File: src/rtl/div_issue_ctrl.sv
// Issue/capture controller for the multicycle combinational array divider.
// It registers the operands and holds them on the divider for SETTLE_CYCLES
// clocks. It then captures {remainder, quotient} into hi/lo and pulses done.
// A zero divisor bypasses the divider and completes one clock after start.
module div_issue_ctrl #(
    parameter int DATA_WIDTH    = 32,
    parameter int SETTLE_CYCLES = 4
) (
    input  logic                      clk,
    input  logic                      clear,
    input  logic                      start,
    input  logic [DATA_WIDTH-1:0]     dividend,
    input  logic [DATA_WIDTH-1:0]     divisor,
    output logic [DATA_WIDTH-1:0]     div_dividend,
    output logic [DATA_WIDTH-1:0]     div_divisor,
    input  logic [2*DATA_WIDTH-1:0]   div_result,
    output logic [DATA_WIDTH-1:0]     hi,
    output logic [DATA_WIDTH-1:0]     lo,
    output logic                      busy,
    output logic                      done,
    output logic                      div_zero
);

    typedef enum logic [1:0] {
        IDLE,
        SETTLE,
        DONE
    } state_t;

    localparam logic [7:0] COUNT_LOAD = 8'(SETTLE_CYCLES - 1);

    state_t                  state, state_nx;
    logic [7:0]              count, count_nx;
    logic [DATA_WIDTH-1:0]   opa_nx, opb_nx, hi_nx, lo_nx;
    logic                    zero_nx;

    // Next-state and next-value logic; every register holds unless updated.
    always_comb begin
        state_nx = state;
        count_nx = count;
        opa_nx   = div_dividend;
        opb_nx   = div_divisor;
        hi_nx    = hi;
        lo_nx    = lo;
        zero_nx  = div_zero;
        case (state)
            IDLE, DONE: begin
                if (start) begin
                    opa_nx = dividend;
                    opb_nx = divisor;
                    if (divisor == '0) begin
                        hi_nx    = '1;
                        lo_nx    = '1;
                        zero_nx  = 1'b1;
                        state_nx = DONE;
                    end else begin
                        count_nx = COUNT_LOAD;
                        zero_nx  = 1'b0;
                        state_nx = SETTLE;
                    end
                end else begin
                    state_nx = IDLE;
                end
            end
            SETTLE: begin
                if (count != 8'd0) begin
                    count_nx = count - 8'd1;
                end else begin
                    hi_nx    = div_result[2*DATA_WIDTH-1:DATA_WIDTH];
                    lo_nx    = div_result[DATA_WIDTH-1:0];
                    state_nx = DONE;
                end
            end
            default: state_nx = IDLE;
        endcase
    end

    // State and output registers; busy/done are registered decodes of the next state.
    always_ff @(posedge clk) begin
        if (clear) begin
            state        <= IDLE;
            count        <= '0;
            div_dividend <= '0;
            div_divisor  <= '0;
            hi           <= '0;
            lo           <= '0;
            div_zero     <= 1'b0;
            busy         <= 1'b0;
            done         <= 1'b0;
        end else begin
            state        <= state_nx;
            count        <= count_nx;
            div_dividend <= opa_nx;
            div_divisor  <= opb_nx;
            hi           <= hi_nx;
            lo           <= lo_nx;
            div_zero     <= zero_nx;
            busy         <= (state_nx == SETTLE);
            done         <= (state_nx == DONE);
        end
    end

endmodule

File: config.mk
export PLATFORM = sky130hd
export DESIGN_NAME = div_issue_ctrl
export DESIGN_NICKNAME = d
export VERILOG_FILES = /design/src/rtl/div_issue_ctrl.sv
export SDC_FILE = /design/constraint.sdc
export NUM_CORES = 1
export LEC_CHECK = 0
export ABC_AREA = 0
export BUFFER_PORTS_ARGS = -buffer_cell sky130_fd_sc_hd__buf_2
export CORE_ASPECT_RATIO = 0.7
export CORE_MARGIN = 2
export CORE_UTILIZATION = 40
export DETAILED_ROUTE_END_ITERATION = 8
export PLACE_DENSITY = 0.72
export SETUP_SLACK_MARGIN = 0.5
export SYNTH_ARGS = -nofsm -noshare
export SYNTH_HDL_FRONTEND = slang
export SYNTH_SLANG_ARGS = --single-unit
export TNS_END_PERCENT = 100
File: constraint.sdc
create_clock -name clk -period 2.5 [get_ports clk]
set_input_delay 0.25 -clock clk [delete_from_list [all_inputs] [get_ports clk]]
set_output_delay 0.25 -clock clk [all_outputs]
set_load 0.03 [all_outputs]
==> results.sh <==
export IMPL_status="finished clean"
export IMPL_ys_seq_area_share_pct=55.5
export IMPL_powerDensity_nw_per_um2=914
export IMPL_dieWidth_um=139
export IMPL_route_detailed_drc=0
export IMPL_p_leak_nw=3.29
export IMPL_die_area_um2=13700
export IMPL_finClkSkew_ps=11.4
export IMPL_cp_max_fo=50
export IMPL_clockBufferDepth=2
export IMPL_root_buffer="clkbuf_16"
export IMPL_first_global_vias=4720
export IMPL_io_buffers=261
export IMPL_postLayoutCellArea_um2=7110
export IMPL_cts_sinks=141
export IMPL_drt_wl_total_um=14200
export IMPL_finalHoldViolations=0
export IMPL_routabilityCongestion=0.831
export IMPL_rsz0062_at_grt="no"
export IMPL_num_vias=4850
export IMPL_max_cap_viol_count=0
export IMPL_crit_chain="inv_1, ha_1, nor4b_2, buf_4, nand3_2, o31ai_4, buf_12, o221a_1"
export IMPL_max_stage_delay_ps=320
export IMPL_worstSetupPathType="flip-flop to flip-flop"
export IMPL_crit_buf_inv=3
export IMPL_ios=262
export IMPL_clk_latency_ps=400
export IMPL_comb_power_share_pct=19.8
export IMPL_drive_gt1_share_pct=41.0
export IMPL_ir_worst_vdd_v=0.000514
export IMPL_grt_start_max_net_pins=72
export IMPL_setup_tns_ps=0
export IMPL_synth_ff_type="dfxtp_1"
export IMPL_antenna_found_initial=0
export IMPL_syn_nets=647
export IMPL_synth_warnings=0
export IMPL_synth_edf_count=0
export IMPL_slew_limit_headroom_pct=52.8
export IMPL_crit_family="buffers and inverters"
export IMPL_cts_tree="done"
export IMPL_cts_inserted_buffers=17
export IMPL_h_tree_depth=4
export IMPL_fin_nets=894
export IMPL_finalSetupViolations=0
export IMPL_fin_crit_sh_pct=75.9
export IMPL_worstPathRequired_ps=2840
export IMPL_grt_pass1_wl_um=23000
export IMPL_drv_slew=0
export IMPL_cts_hold_buf=0
export IMPL_hold_path_class="input pin to flip-flop"
export IMPL_place_hpwl_um=10100
export IMPL_p_int_mw=4.60
export IMPL_cp_slowest_cell="dfxtp_1"
export IMPL_period_needed_ps=1900
export IMPL_num_rows=34
export IMPL_critPathCaptureType="flip-flop"
export IMPL_insertedDiodeCount=0
export IMPL_whs_path_depth=3
export IMPL_seqPwrFrac_pct=39.8
export IMPL_core_area_um2=12400
export IMPL_power_share_switching_pct=29.3
export IMPL_tightestPinTransition_ps=708
export IMPL_worstPathArrival_ps=2240
export IMPL_grt_overflow=0
export IMPL_final_cell_mix="buf_2, dfxtp_1, nand2_1, a21oi_1, o221a_1"
export IMPL_first_iter_violations=311
export IMPL_synthArstFlopShare_pct=0
export IMPL_power_mw=6.50
export IMPL_nFillCells=1077
export IMPL_hold_slack_ps=86.1
export IMPL_cp_start_kind="flip-flop"
export IMPL_final_util_pct=57.3
export IMPL_avgRoutedWirePerCell_um=15.2
export IMPL_viasPerCell=5.19
export IMPL_ys_seq_elements=141
export IMPL_dr_pass1_iters=5
export IMPL_placed_area_um2=6470
export IMPL_final_common_cell="buf_2"
export IMPL_dieHeight_um=98.4
export IMPL_clockPowerShare_pct=40.4
export IMPL_postSynthCellCount=514
export IMPL_area_growth_pct=39.8
export IMPL_fmax_mhz=527
export IMPL_final_antenna_net_count=0
export IMPL_syn_avg_cell_area_um2=9.90
export IMPL_clk_pin_slew_worst_paths_ps=60
export IMPL_r2r_cells=8
export IMPL_start_util_pct=41.0
export IMPL_synth_cell_types=44
export IMPL_switchingPower_mw=1.90
export IMPL_cp_depth=8
export IMPL_syn_area_um2=5090
export IMPL_grtUsageTotal_pct=20.4
==> tightest hold or removal path: stages <==
cell	delay, ps
buf_2	90
nand2_1	40
a21oi_1	50
==> state kept, by name (all words and copies together), names as in the netlist <==
| signal | count |
|---|---|
| div_dividend | 32 |
| div_divisor | 32 |
| hi | 32 |
| lo | 32 |
| count | 8 |
| state | 2 |
| busy | 1 |
| div_zero | 1 |
| done | 1 |
==> power by group through the flow <==
| stage | clock network, mW | registers, mW | logic, mW |
|---|---|---|---|
| after CTS | 2.67 | 2.59 | 1.29 |
| after floorplan | 0 | 3.02 | 0.465 |
| after global placement | 0 | 2.63 | 1.25 |
| after global routing | 2.79 | 2.62 | 1.39 |
| after detailed placement | 0 | 2.63 | 1.28 |
| final | 2.63 | 2.59 | 1.29 |
==> layout make-up <==
type	count	area (um2)	share of cell area (%)
flip-flops and latches	141	2820	39.7
well taps	162	203	2.85
clock buffers	21	450	6.33
multi-input cells	326	2050	28.8
repair buffers	272	1410	19.9
inverters	3	11.3	0.158
clock inverters	10	165	2.32
==> cells in the mapped netlist, types with 2 or more instances <==
cell      count  area (um2)
dfxtp_1     141        2820
o31ai_1       2        15.0
nand2b_1      2        12.5
o221a_1      60         676
o221a_2       4        45.0
a21oi_1      72         360
nand4_1       2        12.5
nor4_2        3        37.5
o22ai_1       3        18.8
or3_1         2        12.5
ha_1          2        25.0
inv_1         2        7.51
nand3_1       6        30.0
nor2b_1       2        12.5
clkbuf_1     31         116
o311a_1       2        20.0
buf_1         2        7.51
buf_2         5        25.0
nor4_1        5        31.3
buf_6         6        67.6
nand2_1     135         507
o21ai_0       3        15.0
==> through the flow <==
stage	cells	worst slack, ps
floorplan	514	721
global placement	902	156
detailed placement	902	119
CTS	933	516
global route	935	502
finish	935	603
==> per-layer routing <==
| metal | track usage (%) | wire, um | vias up |
|---|---|---|---|
| met1 | 25.4 | 6050 | 2265 |
| met5 | 0 | 0 | - |
| met2 | 32.9 | 6740 | 207 |
| met4 | 6.53 | 142 | 0 |
| li1 | - | - | 2367 |
| met3 | 7.99 | 1250 | 11 |
==> path summary, 6_finish.rpt <==
| path | startpoint | end | slack [ps] |
|---|---|---|---|
| worst min register to register | div_divisor[12] | div_divisor[12] | 450 |
| worst max-delay path | count[0] | hi[23] | 600 |
| worst max register to register | count[0] | hi[23] | 600 |
| worst min-delay path | dividend[30] | div_dividend[30] | 90 |
==> cell families (layout without fill, tap and decap cells) <==
family	after synthesis	in the layout	share of synthesized area, %
compound gates	158	158	24.8
fa+ha+maj	2	2	0.492
buf+inv	47	306	4.48
flops	141	141	55.5
simple gates	166	166	14.8
==> what timing repair did <==
action	CTS	global route
hold endpoints to repair	0	0
endpoints found under the setup margin	64	53
setup buffers	0	2
gates cloned	0	0
gates resized for setup	1	3
pin swaps	0	1
Power figures use the tool's default switching activity.
